**src/rtl/wm8960_config_sequencer.sv**
```systemverilog
// Purpose: boot-time WM8960 register-table sequencer (ACK check + retry), then a single-outstanding host forwarder to the i2c master.
// Latency: host accept -> i2c_din_valid 1 cycle; i2c dout handshake -> host_rsp_valid 1 cycle; init check adds 1 cycle per entry.
// Backpressure: din fields held until i2c_din_ready; host_ready only in S_READY; response held until host_rsp_ready.
// Optional build macro: WM8960_SEQ_TIMEOUT_EN adds a response watchdog in the wait states.
module wm8960_config_sequencer #(
  parameter logic [6:0] G_DEVICE_ADDRESS = 7'h1A,
  parameter int         G_MAX_RETRIES    = 3,
  parameter int         G_RESET_WAIT     = 1000,
  parameter int         G_TIMEOUT_CYCLES = 100000
) (
  input  logic       clk,
  input  logic       reset_n,
  input  logic       enable,
  input  logic       host_rd_wr,
  input  logic [6:0] host_reg_addr,
  input  logic [8:0] host_reg_data,
  input  logic       host_valid,
  output logic       host_ready,
  output logic [8:0] host_rsp_data,
  output logic [2:0] host_rsp_acks,
  output logic       host_rsp_valid,
  input  logic       host_rsp_ready,
  output logic [6:0] i2c_device_address,
  output logic       i2c_rd_wr,
  output logic [6:0] i2c_register_address,
  output logic [8:0] i2c_register_data,
  output logic       i2c_din_valid,
  input  logic       i2c_din_ready,
  input  logic [8:0] i2c_dout_register_data,
  input  logic [2:0] i2c_dout_acks,
  input  logic       i2c_dout_valid,
  output logic       i2c_dout_ready,
  output logic       init_done,
  output logic       init_error,
  output logic [3:0] init_error_index
);

  localparam logic [3:0]  MAX_RETRIES     = 4'(G_MAX_RETRIES);
  localparam logic [3:0]  LAST_INDEX      = 4'd8;
  localparam logic [3:0]  DONE_INDEX      = 4'd9;
  localparam logic [31:0] RESET_WAIT_LAST = (G_RESET_WAIT > 0) ? 32'(G_RESET_WAIT - 1) : 32'd0;

  typedef enum logic [3:0] {
    S_IDLE,
    S_INIT_ISSUE,
    S_INIT_WAIT,
    S_INIT_CHECK,
    S_RESET_WAIT,
    S_READY,
    S_HOST_ISSUE,
    S_HOST_WAIT,
    S_HOST_RSP
  } state_t;

  state_t      state, state_d;
  logic [3:0]  index;
  logic [3:0]  retries;
  logic [31:0] wait_cnt;
  logic [2:0]  acks_q;
  logic        host_rd_wr_q;
  logic [6:0]  host_addr_q;
  logic [8:0]  host_data_q;
  logic [15:0] cur_entry;
  logic        dout_hs;
  logic        ack_ok;
  logic        retry;
  logic        timeout_hit;

  // Init table packed as {register address, register data}; out-of-range index yields zero.
  function automatic logic [15:0] init_entry(input logic [3:0] idx);
    case (idx)
      4'd0:    init_entry = {7'd15, 9'h000};  // soft reset
      4'd1:    init_entry = {7'd25, 9'h0FC};
      4'd2:    init_entry = {7'd26, 9'h1F8};
      4'd3:    init_entry = {7'd47, 9'h00C};
      4'd4:    init_entry = {7'd4,  9'h000};
      4'd5:    init_entry = {7'd7,  9'h00A};
      4'd6:    init_entry = {7'd5,  9'h000};
      4'd7:    init_entry = {7'd34, 9'h100};
      4'd8:    init_entry = {7'd37, 9'h100};
      default: init_entry = 16'h0000;
    endcase
  endfunction

  assign cur_entry          = init_entry(index);
  assign i2c_device_address = G_DEVICE_ADDRESS;
  assign dout_hs            = i2c_dout_valid & i2c_dout_ready;
  assign ack_ok             = (acks_q == 3'b111);
  // A NACKed entry is re-issued while retry budget remains; otherwise the table moves on.
  assign retry              = !ack_ok && (retries < MAX_RETRIES);

`ifdef WM8960_SEQ_TIMEOUT_EN
  localparam logic [31:0] TIMEOUT_LAST = (G_TIMEOUT_CYCLES > 0) ? 32'(G_TIMEOUT_CYCLES - 1) : 32'd0;
  // A real response in the same cycle wins over the watchdog.
  assign timeout_hit = ((state == S_INIT_WAIT) || (state == S_HOST_WAIT)) &&
                       !i2c_dout_valid && (wait_cnt >= TIMEOUT_LAST);
`else
  assign timeout_hit = 1'b0;
`endif

  // State register.
  always_ff @(posedge clk or negedge reset_n) begin
    if (!reset_n) state <= S_IDLE;
    else          state <= state_d;
  end

  // Next-state decode and state-derived handshake/din outputs.
  always_comb begin
    state_d              = state;
    i2c_din_valid        = 1'b0;
    i2c_rd_wr            = 1'b0;
    i2c_register_address = 7'd0;
    i2c_register_data    = 9'd0;
    i2c_dout_ready       = 1'b0;
    host_ready           = 1'b0;
    host_rsp_valid       = 1'b0;
    case (state)
      S_IDLE: state_d = S_INIT_ISSUE;
      S_INIT_ISSUE: begin
        i2c_din_valid        = 1'b1;
        i2c_register_address = cur_entry[15:9];
        i2c_register_data    = cur_entry[8:0];
        if (i2c_din_ready) state_d = S_INIT_WAIT;
      end
      S_INIT_WAIT: begin
        i2c_dout_ready = 1'b1;
        if (i2c_dout_valid || timeout_hit) state_d = S_INIT_CHECK;
      end
      S_INIT_CHECK: begin
        if (retry)                    state_d = S_INIT_ISSUE;
        else if (index == 4'd0)       state_d = S_RESET_WAIT;
        else if (index >= LAST_INDEX) state_d = S_READY;
        else                          state_d = S_INIT_ISSUE;
      end
      S_RESET_WAIT: begin
        if (wait_cnt >= RESET_WAIT_LAST) state_d = S_INIT_ISSUE;
      end
      S_READY: begin
        host_ready = 1'b1;
        if (host_valid) state_d = S_HOST_ISSUE;
      end
      S_HOST_ISSUE: begin
        i2c_din_valid        = 1'b1;
        i2c_rd_wr            = host_rd_wr_q;
        i2c_register_address = host_addr_q;
        i2c_register_data    = host_data_q;
        if (i2c_din_ready) state_d = S_HOST_WAIT;
      end
      S_HOST_WAIT: begin
        i2c_dout_ready = 1'b1;
        if (i2c_dout_valid || timeout_hit) state_d = S_HOST_RSP;
      end
      S_HOST_RSP: begin
        host_rsp_valid = 1'b1;
        if (host_rsp_ready) state_d = S_READY;
      end
      default: state_d = S_IDLE;
    endcase
    if (!enable) state_d = S_IDLE;
  end

  // Datapath: table index, retries, wait counter, captured responses and sticky init status.
  always_ff @(posedge clk or negedge reset_n) begin
    if (!reset_n) begin
      index            <= 4'd0;
      retries          <= 4'd0;
      wait_cnt         <= 32'd0;
      acks_q           <= 3'b000;
      host_rd_wr_q     <= 1'b0;
      host_addr_q      <= 7'd0;
      host_data_q      <= 9'd0;
      host_rsp_data    <= 9'd0;
      host_rsp_acks    <= 3'b000;
      init_done        <= 1'b0;
      init_error       <= 1'b0;
      init_error_index <= 4'hF;
    end else if (!enable) begin
      index            <= 4'd0;
      retries          <= 4'd0;
      wait_cnt         <= 32'd0;
      acks_q           <= 3'b000;
      host_rd_wr_q     <= 1'b0;
      host_addr_q      <= 7'd0;
      host_data_q      <= 9'd0;
      host_rsp_data    <= 9'd0;
      host_rsp_acks    <= 3'b000;
      init_done        <= 1'b0;
      init_error       <= 1'b0;
      init_error_index <= 4'hF;
    end else begin
      case (state)
        S_INIT_ISSUE, S_HOST_ISSUE: begin
          if (i2c_din_ready) wait_cnt <= 32'd0;
        end
        S_INIT_WAIT: begin
          if (wait_cnt != 32'hFFFF_FFFF) wait_cnt <= wait_cnt + 32'd1;
          if (dout_hs)          acks_q <= i2c_dout_acks;
          else if (timeout_hit) acks_q <= 3'b000;
        end
        S_INIT_CHECK: begin
          wait_cnt <= 32'd0;
          if (retry) begin
            retries <= retries + 4'd1;
          end else begin
            retries <= 4'd0;
            if (!ack_ok) begin
              init_error <= 1'b1;
              if (init_error_index == 4'hF) init_error_index <= index;
            end
            if (index != DONE_INDEX) index <= index + 4'd1;
            if (index >= LAST_INDEX) init_done <= 1'b1;
          end
        end
        S_RESET_WAIT: begin
          if (wait_cnt != 32'hFFFF_FFFF) wait_cnt <= wait_cnt + 32'd1;
        end
        S_READY: begin
          if (host_valid) begin
            host_rd_wr_q <= host_rd_wr;
            host_addr_q  <= host_reg_addr;
            host_data_q  <= host_reg_data;
          end
        end
        S_HOST_WAIT: begin
          if (wait_cnt != 32'hFFFF_FFFF) wait_cnt <= wait_cnt + 32'd1;
          if (dout_hs) begin
            host_rsp_data <= i2c_dout_register_data;
            host_rsp_acks <= i2c_dout_acks;
          end else if (timeout_hit) begin
            host_rsp_data <= 9'd0;
            host_rsp_acks <= 3'b000;
          end
        end
        default: ;
      endcase
    end
  end

endmodule

```
**config.mk**
```make
export PLATFORM = sky130hd
export DESIGN_NAME = wm8960_config_sequencer
export DESIGN_NICKNAME = d
export VERILOG_FILES = /design/src/rtl/wm8960_config_sequencer.sv
export SDC_FILE = /design/constraint.sdc
export NUM_CORES = 1
export LEC_CHECK = 0
export BUFFER_PORTS_ARGS = -buffer_cell sky130_fd_sc_hd__buf_2
export CORE_MARGIN = 2
export CORE_UTILIZATION = 57
export DETAILED_ROUTE_END_ITERATION = 12
export PLACE_DENSITY = 0.81
export SLEW_MARGIN = 20
export SYNTH_ARGS = -nofsm -noshare
export SYNTH_HDL_FRONTEND = slang
export SYNTH_SLANG_ARGS = --single-unit
```
**constraint.sdc**
```tcl
create_clock -name clk -period 2.6 [get_ports clk]
set_clock_uncertainty 0.15 [all_clocks]
set_input_delay 0.26 -clock clk [delete_from_list [all_inputs] [get_ports clk]]
set_output_delay 0.26 -clock clk [all_outputs]
set_load 0.02 [all_outputs]
```
==> results of run 1 <==
-- cell families after synthesis --
group | after synthesis
and+or+nand+nor | 241
AOI/OAI and AO/OA | 125
DFF | 82
buffers and inverters | 65
muxes | 32
adders and majority gates | 10
other | 2
xor gates and xnor gates | 2
-- through the flow --
step | TNS [ns] | hold WS [ns] | cell area, um^2
after floorplan | 0 | -0.1856 | 5004
after global placement | 0 | 0.3080 | 5426
after detailed placement | 0 | 0.3274 | 5426
after CTS | 0 | 0.008612 | 5916
after global routing | -0.0004130 | 0.02018 | 5937
final | 0 | 0.01520 | 5937
-- sequential cells by signal (all words and copies together), names as in the netlist, 4 cells and up --
| name | cells |
|---|---|
| retries | 4 |
| host_data_q | 9 |
| wait_cnt | 32 |
| state | 4 |
| init_error_index | 4 |
| host_addr_q | 7 |
| index | 4 |
| host_rsp_data | 9 |
-- report_power, final --
part           total [mW]  switching, mW  internal [mW]
registers            1.32         0.0209           1.30
clock network       0.902          0.537          0.365
logic               0.681          0.413          0.268
total                2.90          0.970           1.93
-- area by class of cell --
cell class / instances / area [um^2]
Clock inverter: 7 / 60.06
Multi-Input combinational cell: 417 / 2629
Inverter: 22 / 82.58
Tap cell: 108 / 135.1
Timing Repair Buffer: 126 / 845.8
Sequential cell: 82 / 2061
Clock buffer: 9 / 123.9
Fill cell: 668 / 2656
-- layer usage --
metal  up-vias  GRT usage (%)  part of all wire (%)
met5         -              0                     0
met4         0          11.22                   2.5
met3        30          3.453                   4.2
met2       135          45.04                    50
met1      2238          36.04                    43
li1       2172              -                     -
-- worst paths after layout --
kind                                  start              endpoint  slack [ns]  cells after the start
max                                state[1]  i2c_register_data[5]        0.08                      6
min                        i2c_dout_acks[0]             acks_q[0]        0.02                      3
max reg2reg                        state[1]          wait_cnt[31]        0.08                      8
min reg2reg                       acks_q[0]             acks_q[0]        0.35                      2
max in group asynchronous           reset_n   init_error_index[3]        1.33                      3
min in group asynchronous           reset_n        host_addr_q[2]        0.34                      2
-- tightest hold or removal path, cell delays in order --
cell     delay (ns)
buf_2          0.11
nand2_1        0.06
o21ai_0        0.07
-- cells in the mapped netlist (3+ instances only) --
cell / number
a21oi_1: 38
dfrtp_1: 78
nor3_1: 5
nor4_1: 8
dfstp_2: 4
nor4b_1: 3
o22ai_1: 7
nand2b_1: 17
a211oi_1: 8
nand3_1: 17
nor4bb_1: 3
nand4_1: 11
nor2_1: 38
nand2_1: 100
buf_6: 4
buf_4: 11
a221oi_1: 4
and3_1: 10
a22o_1: 4
nand3b_1: 3
clkbuf_1: 17
mux2i_1: 32
ha_1: 10
buf_2: 10
and2_1: 6
a2111oi_2: 6
inv_1: 20
or3_1: 5
o21ai_0: 29
or4_1: 4
-- what timing repair did --
item / in CTS / in global routing
buffers inserted: 2 / 0
gates resized for setup: 4 / 7
endpoints found under the hold margin: 105 / 0
endpoints found under the setup margin: 7 / 10
cloned: 0 / 0
hold buffers: 28 / 0
==> metrics.csv, run 1 <==
metric;value;unit
initial antenna violation count;0;
1st-iter DRT viols;215;
crit path capture type;primary output;
vias per cell;5.934;
status;completed;
Synth Area in Adders;2.510;%
fin util;69.09;%
worst slack, placed;0.1485;ns
Post-synth EDFFs;0;
period utilisation layout;97.08;%
most frequent cells in the layout;99 x nand2_1, 75 x dfrtp_1, 71 x buf_2;
Peak Freq;396.2;MHz
main combinational cell family by area after synthesis;simple AND/OR/NAND/NOR gates;
CTS root buffer;clkbuf_8;
Avg Cell Area, Syn;8.917;um^2
Worst setup SP type;register;
leading area contributor after synthesis;dfrtp_1;
largest net degree at the start of global routing;81;
CTS Buffer Depth;2;
drt drc;0;
Top delay family on crit path;simple AND/OR/NAND/NOR gates;
Syn Inst Count;559;
clock-pin slew on the worst setup and hold paths;0.10;ns
DP HPWL;8.344;mm
final setup fails;0;
die width;97.52;um
HP Class;in -> reg;
worst setup margin;0.07595;ns
Yosys top cell area share;39.16;%
Final Max Slew Viols;0;
relative slew slack;51.33;%
Sink Count;82;
routed len/inst;16.37;um
Final Hold Vio Count;0;
synth top area cells;dfrtp_1 39%, nand2_1 7.5%, mux2i_1 6.4%;
CTS buffer count;9;
Yosys warnings;0;
DRT Pass-1 Iters;5;
MaxCap Viol Count;0;
floorplan core area;0.008593;mm^2
ANT cells;0;
GPL Wtd Cong;0.8516;
drt total wl;12.62;mm
ANT nets after route;0;
slowest library cell on the worst path;or3b_2;
Cell Chain, Critical Path;or3b_2, or3_4, nor2_4, nand2_2, nand2_1, buf_4;
vias in the first global route;4403;
Non-Filler Instances;771;
input/output buffers;74;
layout cell share with drive strength beyond 1;22.17;%
Synth Area in XOR/XNOR;0.3514;%
critical setup path kind;reg -> out;
Most used DFF post-synth;dfrtp_1;
total gr overflow;0;
CTS tree;built;
asr flop ratio synth;100.0;%
Mapped Area;0.004985;mm^2
Layout area overhead;19.10;%
die area;0.009509;mm^2
commonest non-fill, non-tap cell in the layout;nand2_1;
mux share of post-synthesis cell area;6.426;%
#FFs+latches synth;82;
Worst Tran Pin Value;0.7300;ns
Clk Latency, worst-skew pair;0.37;ns
Buf/Inv on CP;1;
Rows;34;
via count;4575;
first-pass GRT wire length;21.15;mm
CP Max Fanout;5;
H-tree Lvls;3;
final net count;704;
leak pwr;2.762;nW
Compound-Gate Fraction of Synth Area;17.82;%
post-synthesis sequential area ratio;41.27;%
arrival time of the worst setup path;2.11;ns
IO Pins;82;
Initial Util;58.01;%
total power draw;2.902;mW
min cycle time layout;2.524;ns
Max VDD drop;0.3203;mV
Synth Area in Simple Gates;24.67;%
dpl cells;725;
Die Ht;97.52;um
GRT Total Usage;27.13;%
Crit path required time;2.19;ns
Synth cell types;67;
critical path's largest stage delay;0.50;ns
PwrDens;488.8;mW/mm^2
(Power assumes the default switching activity.)
==> run 2, diff against run 1 <==
ABC_CLOCK_PERIOD_IN_PS = 3200   (was default)
CORE_UTILIZATION = 61   (was 57)
PLACE_DENSITY = 0.85   (was 0.81)
clock period = 3.2 ns   (was 2.6 ns; I/O delays follow)
==> metrics.csv, run 2 (same netlist as run 1, synthesis figures left out) <==
metric;value;unit
R2R setup slack;0.49;ns
total gr overflow;0;
ANT cells;0;
HP Class;in -> reg;
CTS tree;built;
CP Max Fanout;16;
min cycle time layout;2.978;ns
GRT Total Usage;26.77;%
IO Pins;82;
CTS buffer count;9;
FILL cells;615;
die area;0.008910;mm^2
Met1 Wirelength;5.021;mm
GPL Wtd Cong;0.9314;
Worst setup SP type;register;
Die Ht;94.40;um
Rows;32;
most frequent cells in the layout;100 x nand2_1, 78 x dfrtp_1, 73 x buf_2;
worst slack, placed;0.5505;ns
leak pwr;2.579;nW
Top Metal Used;met4;
Setup TNS;0;ns
crit path capture type;primary output;
1st-iter DRT viols;444;
CTS root buffer;clkbuf_8;
vias per cell;6.079;
critical setup path kind;reg -> out;
worst setup margin;0.2222;ns
Crit path required time;2.73;ns
post-cts sizing count;0;
Final Hold Vio Count;0;
MaxCap Viol Count;0;
Largest register FFs;32;
ANT nets after route;0;
routed len/inst;15.90;um
fin util;70.82;%
most frequent CP cell;nand2_1;
Worst Tran Pin Value;1.118;ns
clock-pin slew on the worst setup and hold paths;0.10;ns
Post-CTS Setup Inserts;0;
arrival time of the worst setup path;2.51;ns
DP HPWL;7.916;mm
floorplan core area;0.007807;mm^2
R2R Path End;wait_cnt[26];
Initial Util;63.85;%
Top Registers;wait_cnt (32), host_data_q (9), host_rsp_data (9);
commonest non-fill, non-tap cell in the layout;nand2_1;
footprint of the multi-input gates;0.002614;mm^2
initial antenna violation count;0;
met3 wire length;623;um
drt drc;0;
PwrDens;421.4;mW/mm^2
period utilisation layout;93.06;%
hold buffer count at cts;0;
Sink Count;82;
CTS Buffer Depth;2;
relative slew slack;25.37;%
final setup fails;0;
Cell Chain, Critical Path;or3b_2, or3_1, nor2_1, nand2_1, nand2_1, buf_2;
vias in the first global route;4022;
Critical Path Start;state[0];
critical path capture point;i2c_register_data[7];
critical path's largest stage delay;0.64;ns
DRT Pass-1 Iters;5;
RSZ-0062 raised after global routing;false;
Clk Latency, worst-skew pair;0.35;ns
storage element area;0.002057;mm^2
Peak Freq;335.8;MHz
slowest library cell on the worst path;dfrtp_1;
Final Max Slew Viols;0;
largest register by flop count;wait_cnt;
drt total wl;11.48;mm
cells on worst reg2reg path;5;
first-pass GRT wire length;19.02;mm
reg2reg start;state[2];
Layout area overhead;10.92;%
via count;4389;
H-tree Lvls;3;
status;completed;
wire length on met2;5.719;mm
layout cell share with drive strength beyond 1;20.00;%
Max VDD drop;0.3081;mV
final net count;661;
die width;94.40;um
input/output buffers;74;
largest net degree at the start of global routing;83;
-- run 2: changes by cell type in the layout (fill, tap and decap cells not counted), moves of 2 or more --
cell	change
buf_2	+2
dlygate4sd3_1	-27
buf_4	-17
clkinv_4	+2
dfrtp_1	+3
inv_8	-2
dfrtp_2	-3
-- run 2: stage by stage --
| stage | hold slack, ns | total power [mW] | cell area [um^2] | std cells |
|---|---|---|---|---|
| detailed placement | 0.3115 | 1.570 | 5314 | 705 |
| finish | 0.03735 | 2.330 | 5529 | 722 |
| floorplan | -0.1256 | 1.444 | 5004 | 564 |
| global placement | 0.3078 | 1.554 | 5314 | 705 |
| global route | 0.02214 | 2.448 | 5529 | 722 |
| CTS | 0.02831 | 2.341 | 5515 | 721 |
-- run 2: critical path: cells and delay by family (launching register included) --
family / cells / cell delay (ns)
AND/OR/NAND/NOR: 5 / 1.35
buffers and inverters: 1 / 0.16
flip-flops: 1 / 0.64
-- run 2: layer usage --
layer	track usage, %	vias up
met5	0	-
met3	4.469	15
met1	37.90	2146
met4	7.850	0
li1	-	2081
met2	42.68	147
-- run 2: worst min-delay path by stage --
stage	slack [ns]	start	cells after the start	end
floorplan	-0.13	reset_n	0	acks_q[0]
global placement	0.31	acks_q[0]	2	acks_q[0]
detailed placement	0.31	acks_q[0]	2	acks_q[0]
CTS	0.03	reset_n	1	wait_cnt[17]
global route	0.02	host_reg_addr[0]	3	host_addr_q[0]
finish	0.04	host_reg_addr[0]	3	host_addr_q[0]
-- run 2: area by class of cell --
cell class                      count  share of cell area (%)
Tap cell                          102                   2.308
Timing Repair Buffer               83                   8.079
Inverter                           22                   1.494
Multi-Input combinational cell    417                   47.27
Clock inverter                      7                   1.403
Sequential cell                    82                   37.20
Clock buffer                        9                   2.240
-- run 2: power by group --
group          internal (mW)  total (mW)  switching (mW)
combinational          0.165       0.465           0.299
clock                  0.368       0.774           0.406
sequential              1.05        1.09          0.0372
==> run 3, diff against run 2 <==
CELL_PAD_IN_SITES_DETAIL_PLACEMENT = 1   (was default)
CELL_PAD_IN_SITES_GLOBAL_PLACEMENT = 1   (was default)
CORE_UTILIZATION = 46   (was 61)
==> metrics.csv, run 3 (same netlist as run 1, synthesis figures left out) <==
metric;value;unit
Initial Util;46.60;%
min cycle time layout;2.957;ns
cells on worst reg2reg path;6;
commonest non-fill, non-tap cell in the layout;nand2_1;
Post-CTS Setup Inserts;0;
GPL Wtd Cong;0.8114;
RSZ-0062 raised after global routing;false;
MaxCap Viol Count;0;
WHS Endpoint;host_addr_q[6];
Top Metal Used;met4;
clock-pin slew on the worst setup and hold paths;0.09;ns
via count;4440;
sequential power share;46.2;%
ANT nets after route;0;
footprint of the multi-input gates;0.002623;mm^2
ANT cells;0;
CTS Buffer Depth;2;
storage element area;0.002061;mm^2
final setup fails;0;
most frequent CP cell;nand2_1;
floorplan core area;0.01070;mm^2
Top delay family on crit path;simple AND/OR/NAND/NOR gates;
status;completed;
Die Ht;108.1;um
DP HPWL;9.524;mm
Cell Chain, Critical Path;or3b_2, or3_1, nor2_1, nand2_1, nand2_1, buf_2;
drt total wl;13.90;mm
critical path's largest stage delay;0.56;ns
Layout area overhead;12.05;%
met3 wire length;500;um
CTS buffer count;9;
Hold Crit Depth;3;
Final Hold Vio Count;0;
Clk Latency, worst-skew pair;0.37;ns
final net count;660;
Buf/Inv on CP;1;
Top Registers;wait_cnt (32), host_data_q (9), host_rsp_data (9);
Rows;38;
reg2reg start;wait_cnt[13];
vias in the first global route;4545;
total gr overflow;0;
DRT Pass-1 Iters;4;
CTS root buffer;clkbuf_8;
routed len/inst;18.31;um
die area;0.01169;mm^2
Peak Freq;338.2;MHz
R2R Path End;wait_cnt[24];
relative slew slack;44.11;%
CP Max Fanout;16;
period utilisation layout;92.41;%
Net Sw Power;751.1;uW
source of the worst hold timing path;host_reg_addr[6];
HP Class;in -> reg;
leak pwr;2.570;nW
arrival time of the worst setup path;2.49;ns
Sink Count;82;
1st-iter DRT viols;265;
initial antenna violation count;0;
Max VDD drop;0.2226;mV
drt drc;0;
die width;108.1;um
combinational power share;20.3;%
Clock Power Share;33.6;%
CTS tree;built;
Largest register FFs;32;
IO Pins;82;
FILL cells;1298;
fin util;52.21;%
slowest library cell on the worst path;dfrtp_2;
R2R setup slack;0.50;ns
critical path depth;6;
Setup TNS;0;ns
crit path capture type;primary output;
Final Max Slew Viols;0;
Sw Share;31.62;%
most frequent cells in the layout;100 x nand2_1, 75 x dfrtp_1, 73 x buf_2;
P_int;1.624;mW
Met1 Wirelength;6.080;mm
vias per cell;5.850;
input/output buffers;74;
wire length on met2;7.029;mm
Crit path required time;2.73;ns
largest register by flop count;wait_cnt;
first-pass GRT wire length;22.58;mm
Worst Tran Pin Value;0.8271;ns
GRT Total Usage;24.52;%
H-tree Lvls;3;
Worst setup SP type;register;
critical setup path kind;reg -> out;
PwrDens;425.3;mW/mm^2
layout cell share with drive strength beyond 1;20.36;%
largest net degree at the start of global routing;83;
==> run 3: worst max path at each step <==
stage / from / endpoint / slack (ns)
floorplan: state[3] / host_addr_q[0] / 0.75
global placement: state[2] / wait_cnt[8] / 0.47
detailed placement: state[2] / wait_cnt[6] / 0.30
CTS: state[0] / i2c_register_data[6] / 0.06
global route: state[0] / i2c_register_data[6] / 0.07
finish: state[0] / i2c_register_data[6] / 0.24
==> run 3: stage by stage <==
| step | setup WS [ns] | hold slack [ns] | cells | total power, mW | instance area (um^2) |
|---|---|---|---|---|---|
| final | 0.2427 | 0.02580 | 759 | 2.375 | 5585 |
| after detailed placement | 0.3028 | 0.3184 | 742 | 1.591 | 5354 |
| after global placement | 0.4656 | 0.3093 | 742 | 1.567 | 5354 |
| after floorplan | 0.7530 | -0.1256 | 564 | 1.444 | 5004 |
| after CTS | 0.05919 | 0.01536 | 758 | 2.396 | 5559 |
| after global routing | 0.06891 | 0.03120 | 759 | 2.486 | 5585 |
==> run 3: per-layer routing <==
metal | global-route usage [%] | vias up
met3 | 4.219 | 27
met1 | 31.45 | 2236
met2 | 41.55 | 99
met5 | 0 | -
met4 | 9.066 | 0
li1 | - | 2078
==> run 3: worst register-to-register path, stage by stage, from the launching register on <==
cell and delay, ns:
dfrtp_1 0.52, nand4_2 0.23, nor4_4 0.44, and3_1 0.62, buf_4 0.33, a2111oi_2 0.12
mux2i_1 0.15
==> run 3: repair_timing <==
item | in CTS | in global routing
resized for setup | 0 | 3
hold endpoints to repair | 0 | 78
setup endpoints to repair | 0 | 5
hold buffers | 0 | 1
==> run 3: cell type report <==
class / count / share of cell area, %
multi-input cells: 417 / 46.95
flip-flops and latches: 82 / 36.90
repair buffers: 82 / 7.863
well taps: 140 / 3.136
clock buffers: 12 / 2.778
inverters: 22 / 1.478
clock inverters: 4 / 0.8961
==> run 3: power by group through the flow <==
stage / Clock, mW / Combinational [mW] / Sequential (mW)
6_report: 0.797 / 0.482 / 1.10
3_3_place_gp: 0 / 0.457 / 1.11
5_1_grt: 0.851 / 0.534 / 1.10
2_1_floorplan: 0 / 0.357 / 1.09
4_1_cts: 0.822 / 0.479 / 1.09
3_5_place_dp: 0 / 0.477 / 1.11
